### src/rtl/counter_pkg.sv
// Shared definitions for the lab counters: the countdown FSM state encoding
// and the default width / prescale constants.
package counter_pkg;

    // Countdown timer states, 2-bit encoding.
    typedef enum logic [1:0] {
        ST_IDLE    = 2'd0,
        ST_RUN     = 2'd1,
        ST_PAUSE   = 2'd2,
        ST_EXPIRED = 2'd3
    } state_t;

    localparam int DEFAULT_WIDTH    = 16;
    localparam int DEFAULT_PRESCALE = 100_000;

endpackage

### src/rtl/tick_gen.sv
// Prescaler: counts 0..PRESCALE-1 while en is high and emits a one-cycle
// tick on the cycle the count sits at PRESCALE-1. clr is synchronous and
// wins over en. When en is low the count is held, so a paused period can
// be resumed where it left off.
module tick_gen #(
    parameter int PRESCALE = 100_000
) (
    input  logic clk,
    input  logic rst_n,
    input  logic en,
    input  logic clr,
    output logic tick
);

    localparam int CW = $clog2(PRESCALE);
    localparam logic [CW-1:0] LAST = CW'(PRESCALE - 1);

    logic [CW-1:0] pre_q;

    // Prescale counter: clear, wrap at LAST, otherwise step while enabled.
    always_ff @(posedge clk or negedge rst_n) begin
        if (!rst_n) begin
            pre_q <= '0;
        end else if (clr) begin
            pre_q <= '0;
        end else if (en) begin
            if (pre_q == LAST) begin
                pre_q <= '0;
            end else begin
                pre_q <= pre_q + CW'(1);
            end
        end
    end

    assign tick = en && (pre_q == LAST);

endmodule

### src/rtl/countdown_timer16.sv
// Loadable down-counter driven by a prescaled tick, with start/stop/load
// commands (priority load > stop > start), a one-cycle done pulse on the
// terminal tick and an expired level.
// Optional feature: COUNTDOWN_AUTO_RELOAD_EN -- when defined, the terminal
// tick reloads the count from the reload register and the timer keeps
// running instead of entering EXPIRED.
module countdown_timer16
    import counter_pkg::*;
#(
    parameter int WIDTH    = DEFAULT_WIDTH,
    parameter int PRESCALE = DEFAULT_PRESCALE
) (
    input  logic             CLK100MHZ,
    input  logic             CPU_RESETN,
    input  logic             load,
    input  logic [WIDTH-1:0] load_value,
    input  logic             start,
    input  logic             stop,
    output logic [WIDTH-1:0] count,
    output logic             running,
    output logic             done,
    output logic             expired
);

    state_t           state_q, state_d;
    logic [WIDTH-1:0] count_q, count_d;
    logic             done_q, done_d;
    logic             running_q, expired_q;
    logic             tick;
    logic             pre_en, pre_clr;

`ifdef COUNTDOWN_AUTO_RELOAD_EN
    logic [WIDTH-1:0] reload_q;

    // Reload register: captures the value on every load.
    always_ff @(posedge CLK100MHZ or negedge CPU_RESETN) begin
        if (!CPU_RESETN) begin
            reload_q <= '0;
        end else if (load) begin
            reload_q <= load_value;
        end
    end
`endif

    // Prescaler only advances in RUN; load restarts the tick period.
    assign pre_en  = (state_q == ST_RUN);
    assign pre_clr = load;

    tick_gen #(
        .PRESCALE(PRESCALE)
    ) u_tick_gen (
        .clk   (CLK100MHZ),
        .rst_n (CPU_RESETN),
        .en    (pre_en),
        .clr   (pre_clr),
        .tick  (tick)
    );

    // State, count and flag registers.
    always_ff @(posedge CLK100MHZ or negedge CPU_RESETN) begin
        if (!CPU_RESETN) begin
            state_q   <= ST_IDLE;
            count_q   <= '0;
            done_q    <= 1'b0;
            running_q <= 1'b0;
            expired_q <= 1'b0;
        end else begin
            state_q   <= state_d;
            count_q   <= count_d;
            done_q    <= done_d;
            running_q <= (state_d == ST_RUN);
            expired_q <= (state_d == ST_EXPIRED);
        end
    end

    // Next-state and next-count: load beats stop beats start; a stop or a
    // load on a tick cycle suppresses the decrement.
    always_comb begin
        state_d = state_q;
        count_d = count_q;
        done_d  = 1'b0;
        if (load) begin
            count_d = load_value;
            state_d = ST_IDLE;
        end else if (stop) begin
            if (state_q == ST_RUN) begin
                state_d = ST_PAUSE;
            end
        end else begin
            case (state_q)
                ST_IDLE, ST_PAUSE: begin
                    if (start && (count_q != '0)) begin
                        state_d = ST_RUN;
                    end
                end
                ST_RUN: begin
                    if (tick) begin
                        if (count_q == WIDTH'(1)) begin
                            done_d = 1'b1;
`ifdef COUNTDOWN_AUTO_RELOAD_EN
                            count_d = reload_q;
`else
                            count_d = '0;
                            state_d = ST_EXPIRED;
`endif
                        end else begin
                            count_d = count_q - WIDTH'(1);
                        end
                    end
                end
                ST_EXPIRED: begin
                    count_d = '0;
                end
                default: begin
                    state_d = ST_IDLE;
                end
            endcase
        end
    end

    assign count   = count_q;
    assign done    = done_q;
    assign running = running_q;
    assign expired = expired_q;

endmodule

### config.mk
export PLATFORM = sky130hd
export DESIGN_NAME = countdown_timer16
export DESIGN_NICKNAME = d
export VERILOG_FILES = /design/src/rtl/counter_pkg.sv /design/src/rtl/tick_gen.sv /design/src/rtl/countdown_timer16.sv
export SDC_FILE = /design/constraint.sdc
export NUM_CORES = 1
export LEC_CHECK = 0
export BUFFER_PORTS_ARGS = -buffer_cell sky130_fd_sc_hd__buf_4
export CORE_MARGIN = 2
export CORE_UTILIZATION = 41
export DETAILED_ROUTE_END_ITERATION = 8
export SYNTH_ARGS = -nofsm -noshare
export SYNTH_HDL_FRONTEND = slang
export SYNTH_SLANG_ARGS = --single-unit
### constraint.sdc
create_clock -name CLK100MHZ -period 2 [get_ports CLK100MHZ]
set_clock_uncertainty 0.15 [all_clocks]
set_input_delay 0 -clock CLK100MHZ [delete_from_list [all_inputs] [get_ports CLK100MHZ]]
set_output_delay 0 -clock CLK100MHZ [all_outputs]
set_load 0.01 [all_outputs]
==> flow_metrics.env, run 1 <==
export IMPL_synth_top_area_frac=0.402
export IMPL_outcome="finished, violations left"
export IMPL_gp_congestion=0.892
export IMPL_grt_usage=0.258
export IMPL_dp_slack_ns=-0.170
export IMPL_slowest_delay_ns=0.58
export IMPL_worst_path_buf_inv=2
export IMPL_nets=436
export IMPL_crit_path_max_fanout=5
export IMPL_vias=2767
export IMPL_grt_pass1_wl_um=12800
export IMPL_initial_utilization=0.427
export IMPL_drt_pass1_iter_count=5
export IMPL_synth_edf_count=0
export IMPL_n_antenna_cell=0
export IMPL_cts_tree="built"
export IMPL_antenna_found_initial=0
export IMPL_crit_family="simple AND/OR/NAND/NOR gates"
export IMPL_cp_arrival_ns=2.18
export IMPL_leakage_nw=1.70
export IMPL_hold_path_class="primary input to async pin"
export IMPL_synth_nets=295
export IMPL_grt_busiest_layer="met2"
export IMPL_dieHeight_um=80.0
export IMPL_drt_iter0_markers=181
export IMPL_setup_worst_path_class="flip-flop to flip-flop"
export IMPL_layout_drive_gt1_share=0.432
export IMPL_wire_per_inst_um=16.3
export IMPL_cts_buffer_depth=2
export IMPL_yosysMostFrequentCell="dfrtp_1"
export IMPL_ant_nets=0
export IMPL_routed_wl_um=7880
export IMPL_dieWidth_um=80.0
export IMPL_setup_viol=32
export IMPL_io_pins=40
export IMPL_async_reset_ff_frac=1.00
export IMPL_rsz0062_at_grt="yes"
export IMPL_root_buffer="clkbuf_8"
export IMPL_clkLatencyLatePin_ns=0.29
export IMPL_dieArea_um2=6390
export IMPL_tightest_slew_ns=1.14
export IMPL_port_buffers=39
export IMPL_fin_tns_setup_ns=-2.24
export IMPL_syn_avg_cell_area_um2=8.76
export IMPL_synthFlopType="dfrtp_1"
export IMPL_violations="setup timing"
export IMPL_vias_per_cell=5.72
export IMPL_dp_hpwl_um=5130
export IMPL_ys_seq_area_frac=0.402
export IMPL_slew_headroom=0.236
export IMPL_fin_crit_ns=2.15
export IMPL_slew_violations=0
export IMPL_slowest_stage="or4_4"
export IMPL_max_cap_violations=0
export IMPL_tritoncts_num_buffers=5
export IMPL_globalRouteMet1Util=0.383
export IMPL_start_kind="flip-flop"
export IMPL_ys_top_cells_by_area="dfrtp_1, nand2_1, nor3_1"
export IMPL_fin_crit_sh=1.08
export IMPL_use_met2=0.393
export IMPL_grt_use_met3=0.0373
export IMPL_drc=0
export IMPL_syn_area_um2=2370
export IMPL_core_rowCount=27
export IMPL_cts_sinks=38
export IMPL_fmax_mhz=465
export IMPL_syn_inst=270
export IMPL_crit_required_ns=2.02
export IMPL_core_um2=5540
export IMPL_path_clk_slew_ns=0.08
export IMPL_htreeDepth=2
export IMPL_grt_pass1_vias=2600
export IMPL_grt_max_degree=39
export IMPL_grt_overflow=0
export IMPL_synth_distinct_cells=58
export IMPL_path_cells="or4_4 -> nor4_4 -> buf_4 -> nor3_4 -> buf_6 -> a32oi_2 -> nand2_1"
export IMPL_area_growth_pct=67.3
export IMPL_yosys_area_top_type="dfrtp_1"
export IMPL_critPathCaptureType="flip-flop"
export IMPL_yosys_top_cells_count="dfrtp_1, nand2_1, nor3_1, o21ai_0, nor2_1"
export IMPL_yosysWarnings=0
export IMPL_irDropWorstVdd_v=0.000305
export IMPL_timing_final_ws_setup_ns=-0.151
export IMPL_ys_seq_elements=38
export IMPL_hold_viol_final=0
export IMPL_powerDensity_nw_per_um2=505
==> what timing repair did <==
action	in CTS	in global routing
endpoints found under the hold margin	59	0
gates resized for setup	20	25
pin swaps	19	18
setup endpoints to repair	34	36
cloned	3	0
setup buffers	6	2
hold buffers	30	0
==> sequential cells by signal, indices dropped and copies added (netlist names) <==
signal / cells
count: 16
done: 1
expired: 1
running: 1
state_q: 2
u_tick_gen.pre_q: 17
==> cell usage in the layout (no fill, tap or decap), types with 5 or more instances in the layout <==
cell | netlist | final
dlygate4sd3_1 | 0 | 30
a211oi_1 | 7 | 6
buf_4 | 1 | 108
clkbuf_8 | 0 | 5
o21ai_0 | 23 | 12
a21oi_2 | 1 | 7
inv_1 | 8 | 6
dfrtp_1 | 38 | 36
nor3_1 | 23 | 18
nand4_1 | 5 | 5
or3_1 | 5 | 5
nor3_2 | 3 | 7
nor2_1 | 14 | 12
buf_6 | 1 | 6
nand3_1 | 13 | 10
mux2i_1 | 5 | 5
nand2_1 | 32 | 31
o21ai_1 | 8 | 18
==> per-layer routing <==
layer | up-vias | wire length [um]
met1 | 1347 | 3750
li1 | 1308 | -
met4 | 0 | 86
met5 | - | 0
met2 | 104 | 3680
met3 | 8 | 361
==> report_power, final <==
group | switching [mW] | leakage, nW | internal, mW
logic | 0.241 | 1.18 | 0.261
clock network | 0.275 | 0.0524 | 0.374
registers | 0.0360 | 0.474 | 0.813
==> layout make-up <==
cell class                      instances  area [um2]
Clock buffer                            7        76.3
Clock inverter                          1        30.0
Fill cell                             412        1580
Inverter                                8        32.5
Multi-Input combinational cell        213        1580
Sequential cell                        38         953
Tap cell                               72        90.1
Timing Repair Buffer                  145        1200
==> logic make-up (layout without fill, tap and decap cells) <==
logic type / count (synthesis) / in the layout / synth area share
compound gates: 67 / 68 / 0.180
xor+xnor: 3 / 3 / 0.0111
fa+ha+maj: 4 / 4 / 0.0212
buf+inv: 22 / 161 / 0.0418
flops: 38 / 38 / 0.402
mux: 6 / 6 / 0.0259
simple gates: 130 / 132 / 0.318
==> stage by stage <==
step	utilization	hold WS, ns	power (mW)	instance area (um2)	instances
2_1_floorplan	-	-0.446	1.05	2470	270
3_3_place_gp	0.595	-0.151	1.29	3290	435
3_5_place_dp	0.595	-0.148	1.29	3290	435
4_1_cts	0.689	0.0807	1.99	3820	482
5_1_grt	0.715	0.107	2.10	3960	484
6_report	0.715	0.0584	2.00	3960	484
==> path summary, 6_finish.rpt <==
kind                                                       start                               end  slack [ns]  cells past startpoint
max in group asynchronous                             CPU_RESETN              count[1]$_DFFE_PN0P_        1.26                      2
worst max-delay path                       count[13]$_DFFE_PN0P_             count[10]$_DFFE_PN0P_       -0.15                      7
worst min-delay path                                  CPU_RESETN  u_tick_gen.pre_q[10]$_DFFE_PN0P_        0.06                      2
worst min register to register  u_tick_gen.pre_q[11]$_DFFE_PN0P_  u_tick_gen.pre_q[11]$_DFFE_PN0P_        0.40                      1
min in group CLK100MHZ                             load_value[1]              count[1]$_DFFE_PN0P_        0.31                      3
worst max register to register             count[13]$_DFFE_PN0P_             count[10]$_DFFE_PN0P_       -0.15                      7
(Power assumes the default switching activity.)
==> run 2, diff against run 1 <==
- CORE_ASPECT_RATIO: default -> 2
- TNS_END_PERCENT: default -> 20
- clock period: 2 -> 2.4 ns (I/O delays scaled with it)
==> run 2 against run 1 <==
Clock-buffer cell count did not move. Power down 15%. Fmax shrank 8.6%. First-iteration DRC count fell by 43%. Sequential share of layout area is 4.7 points higher. Combinational power fell by 38%. Design area shrank 16%. Die area rose by 0.58%. Critical path type unchanged. Sequential cell count stayed put. Wire length down 11%. Largest cell class unchanged. Cell count is 14% lower. Worst setup slack gained 0.20 ns. The flow now finishes without violations.
==> flow_metrics.env, run 2 (synthesis gave the netlist of run 1 again) <==
export IMPL_layout_common_cells="buf_4, dfrtp_1, nand2_1"
export IMPL_reg2reg_from="count[8]$_DFFE_PN0P_"
export IMPL_nets=379
export IMPL_r2r_end="count[10]$_DFFE_PN0P_"
export IMPL_cts_tree="built"
export IMPL_setup_viol=0
export IMPL_drt_pass1_iter_count=4
export IMPL_grt_busiest_layer="met2"
export IMPL_grt_pass1_wl_um=11700
export IMPL_rsz0062_at_grt="yes"
export IMPL_port_buffers=39
export IMPL_dieHeight_um=111
export IMPL_tritoncts_num_buffers=5
export IMPL_ant_nets=0
export IMPL_fin_crit_sh=0.981
export IMPL_reg2reg_depth=7
export IMPL_core_um2=5660
export IMPL_drc=0
export IMPL_utilization=0.584
export IMPL_gp_congestion=0.832
export IMPL_crit_family="simple AND/OR/NAND/NOR gates"
export IMPL_vias_per_cell=5.86
export IMPL_grt_use_met3=0.0325
export IMPL_setup_worst_path_class="flip-flop to flip-flop"
export IMPL_dp_hpwl_um=4890
export IMPL_slowest_stage="or4_1"
export IMPL_largest_reg_flops=17
export IMPL_instances_no_fill=416
export IMPL_fill_cells=530
export IMPL_whs_ns=0.0781
export IMPL_dieArea_um2=6430
export IMPL_slew_headroom=0.549
export IMPL_hold_viol_final=0
export IMPL_powerDensity_nw_per_um2=517
export IMPL_leakage_nw=1.38
export IMPL_use_met2=0.442
export IMPL_path_clk_slew_ns=0.06
export IMPL_slew_violations=0
export IMPL_vias=2436
export IMPL_hold_path_class="primary input to async pin"
export IMPL_antenna_found_initial=0
export IMPL_initial_utilization=0.418
export IMPL_critPathCaptureType="flip-flop"
export IMPL_crit_path_max_fanout=16
export IMPL_grt_usage=0.233
export IMPL_globalRouteMet1Util=0.238
export IMPL_area_growth_pct=39.8
export IMPL_mostFrequentLayoutCell="buf_4"
export IMPL_crit_required_ns=2.42
export IMPL_grt_pass1_vias=2510
export IMPL_htreeDepth=2
export IMPL_grt_overflow=0
export IMPL_irDropWorstVdd_v=0.000537
export IMPL_fin_crit_ns=2.35
export IMPL_core_rowCount=39
export IMPL_slowest_delay_ns=0.65
export IMPL_dieWidth_um=57.7
export IMPL_path_cells="or4_1 -> nor4_4 -> buf_12 -> nor3_4 -> buf_4 -> a32oi_1 -> nand2_1"
export IMPL_largest_register="u_tick_gen.pre_q"
export IMPL_cp_arrival_ns=2.37
export IMPL_io_pins=40
export IMPL_clkLatencyLatePin_ns=0.28
export IMPL_dp_cells=376
export IMPL_outcome="complete, no violations"
export IMPL_start_kind="flip-flop"
export IMPL_worst_path_buf_inv=2
export IMPL_timing_final_ws_setup_ns=0.0464
export IMPL_wire_per_inst_um=16.9
export IMPL_n_antenna_cell=0
export IMPL_tightest_slew_ns=0.677
export IMPL_dp_slack_ns=0.0752
export IMPL_cts_sinks=38
export IMPL_root_buffer="clkbuf_16"
export IMPL_max_cap_violations=0
export IMPL_layout_drive_gt1_share=0.245
export IMPL_grt_max_degree=39
export IMPL_fmax_mhz=425
export IMPL_r2r_slack_ns=0.05
export IMPL_drt_iter0_markers=104
export IMPL_cts_buffer_depth=2
export IMPL_routed_wl_um=7040
## run 2: worst max path at each step
stage,slack (ns),from,cells past startpoint,to
3_3_place_gp,0.14,u_tick_gen.pre_q[0]$_DFFE_PN0P_,6,u_tick_gen.pre_q[7]$_DFFE_PN0P_
6_report,0.05,count[8]$_DFFE_PN0P_,7,count[10]$_DFFE_PN0P_
5_1_grt,-0.04,count[1]$_DFFE_PN0P_,9,count[10]$_DFFE_PN0P_
3_5_place_dp,0.08,u_tick_gen.pre_q[0]$_DFFE_PN0P_,6,u_tick_gen.pre_q[12]$_DFFE_PN0P_
2_1_floorplan,0.18,count[1]$_DFFE_PN0P_,8,count[12]$_DFFE_PN0P_
4_1_cts,0.04,u_tick_gen.pre_q[0]$_DFFE_PN0P_,6,u_tick_gen.pre_q[12]$_DFFE_PN0P_
## run 2: what timing repair did
action / 4_1_cts / 5_1_grt
endpoints found under the setup margin: 0 / 15
resized for setup: 0 / 2
hold endpoints to repair: 59 / 0
buffers inserted: 0 / 2
hold buffers: 30 / 0
## run 2: layer usage
| layer | wire [um] | vias to the layer above |
|---|---|---|
| met2 | 3930 | 77 |
| met5 | 0 | - |
| met1 | 2570 | 1167 |
| met3 | 306 | 15 |
| met4 | 231 | 0 |
| li1 | - | 1177 |
## run 2: area by class of cell
type | instances | area, um2 | area share
clock buffer | 7 | 143 | 0.0431
clock inverter | 1 | 5.00 | 0.00151
inverter | 8 | 30.0 | 0.00908
multi-input combinational | 210 | 1330 | 0.403
sequential | 38 | 951 | 0.287
tap | 61 | 76.3 | 0.0231
timing repair buffer | 91 | 771 | 0.233
## run 2: through the flow
stage	TNS (ns)	total power [mW]	area, um2
after floorplan	0	0.856	2370
after global placement	0	1.01	2830
after detailed placement	0	1.01	2830
after CTS	0	1.72	3280
after global routing	-0.0474	1.79	3310
final	0	1.71	3310
## run 2: where the power goes
part | total (mW) | switching [mW] | internal [mW]
Sequential | 0.720 | 0.0409 | 0.679
Clock | 0.676 | 0.264 | 0.412
Combinational | 0.314 | 0.153 | 0.161
Total | 1.71 | 0.458 | 1.25
==> run 3, diff against run 2 <==
- CORE_ASPECT_RATIO: 2 -> default
- CORE_UTILIZATION: 41 -> 50
- PLACE_DENSITY: default -> 0.72
==> run 3 against run 2 <==
Wire length fell by 4.3%. Die area fell by 18%. Design area rose by 0.38%. Clock-buffer cell count fell by 2. Via count rose by 3.1%. Highest routed layer unchanged. Critical endpoint is now count[15]$_DFFE_PN0P_. Critical path depth rose by 2. Cell count fell by 0.72%. Non-clock buffer count rose by 4. Worst setup slack improved by 0.0052 ns. Register-to-register slack barely moved. Sequential share of layout area fell by 0.071 points.
==> flow_metrics.env, run 3 (synthesis gave the netlist of run 1 again) <==
export IMPL_irDropWorstVdd_v=0.000297
export IMPL_fin_crit_ns=2.35
export IMPL_grt_pass1_vias=2276
export IMPL_grt_usage=0.258
export IMPL_dieArea_um2=5300
export IMPL_dp_hpwl_um=4250
export IMPL_powerDensity_nw_per_um2=477
export IMPL_comb_power_share=0.201
export IMPL_crit_path_max_fanout=6
export IMPL_cp_arrival_ns=2.37
export IMPL_reg2reg_from="count[1]$_DFFE_PN0P_"
export IMPL_dieWidth_um=72.8
export IMPL_max_cap_violations=0
export IMPL_worst_path_buf_inv=3
export IMPL_critPathCaptureType="flip-flop"
export IMPL_layout_common_cells="buf_4, dfrtp_1, nand2_1"
export IMPL_p_int_mw=1.15
export IMPL_largest_register="u_tick_gen.pre_q"
export IMPL_grt_overflow=0
export IMPL_slowest_stage="or4b_4"
export IMPL_layout_drive_gt1_share=0.270
export IMPL_dieHeight_um=72.8
export IMPL_setup_worst_path_class="flip-flop to flip-flop"
export IMPL_hold_path_class="primary input to async pin"
export IMPL_power_mw=1.58
export IMPL_seqPwrFrac=0.457
export IMPL_setup_viol=0
export IMPL_root_buffer="clkbuf_8"
export IMPL_wire_per_inst_um=16.3
export IMPL_hold_viol_final=0
export IMPL_grt_max_degree=39
export IMPL_start_kind="flip-flop"
export IMPL_drt_iter0_markers=254
export IMPL_mostFrequentLayoutCell="buf_4"
export IMPL_crit_required_ns=2.42
export IMPL_drt_pass1_iter_count=5
export IMPL_core_um2=4630
export IMPL_clkPwrFrac=0.342
export IMPL_fmax_mhz=426
export IMPL_n_antenna_cell=0
export IMPL_initial_utilization=0.511
export IMPL_vias=2512
export IMPL_routed_wl_um=6740
export IMPL_tightest_slew_ns=0.564
export IMPL_cts_tree="built"
export IMPL_slew_headroom=0.621
export IMPL_utilization=0.717
export IMPL_vias_per_cell=6.08
export IMPL_r2r_slack_ns=0.05
export IMPL_largest_reg_flops=17
export IMPL_tritoncts_num_buffers=5
export IMPL_area_growth_pct=40.3
export IMPL_drc=0
export IMPL_io_pins=40
export IMPL_antenna_found_initial=0
export IMPL_fin_crit_sh=0.978
export IMPL_rsz0062_at_grt="yes"
export IMPL_cts_sinks=38
export IMPL_leakage_nw=1.40
export IMPL_slew_violations=0
export IMPL_p_sw_uw=438
export IMPL_grt_pass1_wl_um=10800
export IMPL_path_cells="inv_2 -> ha_4 -> or4b_4 -> nor4_4 -> buf_4 -> nor3_4 -> buf_6 -> a32oi_2 -> nand2_1"
export IMPL_r2r_end="count[15]$_DFFE_PN0P_"
export IMPL_ant_nets=0
export IMPL_crit_family="simple AND/OR/NAND/NOR gates"
export IMPL_path_clk_slew_ns=0.08
export IMPL_htreeDepth=2
export IMPL_fill_cells=332
export IMPL_outcome="complete, no violations"
export IMPL_nets=383
export IMPL_core_rowCount=25
export IMPL_switching_share=0.277
export IMPL_gp_congestion=0.857
export IMPL_clkLatencyLatePin_ns=0.29
export IMPL_cts_buffer_depth=2
export IMPL_reg2reg_depth=9
export IMPL_slowest_delay_ns=0.47
export IMPL_port_buffers=39
-- run 3: changes by cell type in the layout (fill, tap and decap cells not counted), sizes merged --
cell / change
buf: +4
bufinv: +1
clkbuf: -2
clkinv: +1
-- run 3: worst reg2reg max path, stage by stage (launching register included) --
cell	delay [ns]
dfrtp_1	0.40
inv_2	0.10
ha_4	0.12
or4b_4	0.47
nor4_4	0.35
buf_4	0.19
nor3_4	0.06
buf_6	0.14
a32oi_2	0.16
nand2_1	0.09
-- run 3: per-stage QoR --
step,setup WS [ns],cell area (um2),setup TNS [ns],cells,hold WS [ns]
after CTS,0.0818,3210,0,405,0.0838
after floorplan,0.179,2370,0,270,-0.446
final,0.0516,3320,0,413,0.0563
after global routing,-0.0461,3320,-0.0837,413,0.133
after detailed placement,0.0204,2790,0,367,-0.148
after global placement,0.109,2790,0,367,-0.151
-- run 3: routing by layer --
| metal | global-route usage | vias up | wire length [um] |
|---|---|---|---|
| li1 | - | 1193 | - |
| met1 | 0.360 | 1209 | 2910 |
| met2 | 0.418 | 102 | 3370 |
| met3 | 0.0442 | 8 | 382 |
| met4 | 0.0658 | 0 | 80 |
| met5 | 0 | - | 0 |
-- run 3: power groups by stage --
stage	registers [mW]	clock network, mW	logic (mW)
floorplan	0.742	0	0.113
global placement	0.732	0	0.261
detailed placement	0.733	0	0.264
CTS	0.720	0.552	0.303
global route	0.729	0.577	0.348
finish	0.724	0.542	0.318
-- run 3: layout make-up --
type | count | area (um2) | share of cell area
clock buffers | 5 | 68.8 | 0.0207
clock inverters | 3 | 40.0 | 0.0121
inverters | 8 | 30.0 | 0.00904
multi-input cells | 210 | 1370 | 0.411
flip-flops and latches | 38 | 952 | 0.287
well taps | 54 | 67.6 | 0.0203
repair buffers | 95 | 796 | 0.240
-- run 3: worst max path at each step --
stage                                     from                    end  slack (ns)  cells past startpoint
4_1_cts        u_tick_gen.pre_q[6]$_DFFE_PN0P_   count[7]$_DFFE_PN0P_        0.08                      6
6_report                  count[1]$_DFFE_PN0P_  count[15]$_DFFE_PN0P_        0.05                      9
3_5_place_dp              count[0]$_DFFE_PN0P_  count[14]$_DFFE_PN0P_        0.02                      6
2_1_floorplan             count[1]$_DFFE_PN0P_  count[12]$_DFFE_PN0P_        0.18                      8
5_1_grt                   count[1]$_DFFE_PN0P_   count[0]$_DFFE_PN0P_       -0.05                      9
3_3_place_gp              count[0]$_DFFE_PN0P_  count[14]$_DFFE_PN0P_        0.11                      6
-- run 3: what timing repair did --
action                     4_1_cts  5_1_grt
pin swaps                        0        4
setup endpoints to repair        2        3
gates resized for setup          1       13
hold endpoints to repair        59        0
buffers inserted                 0        8
hold buffers                    30        0
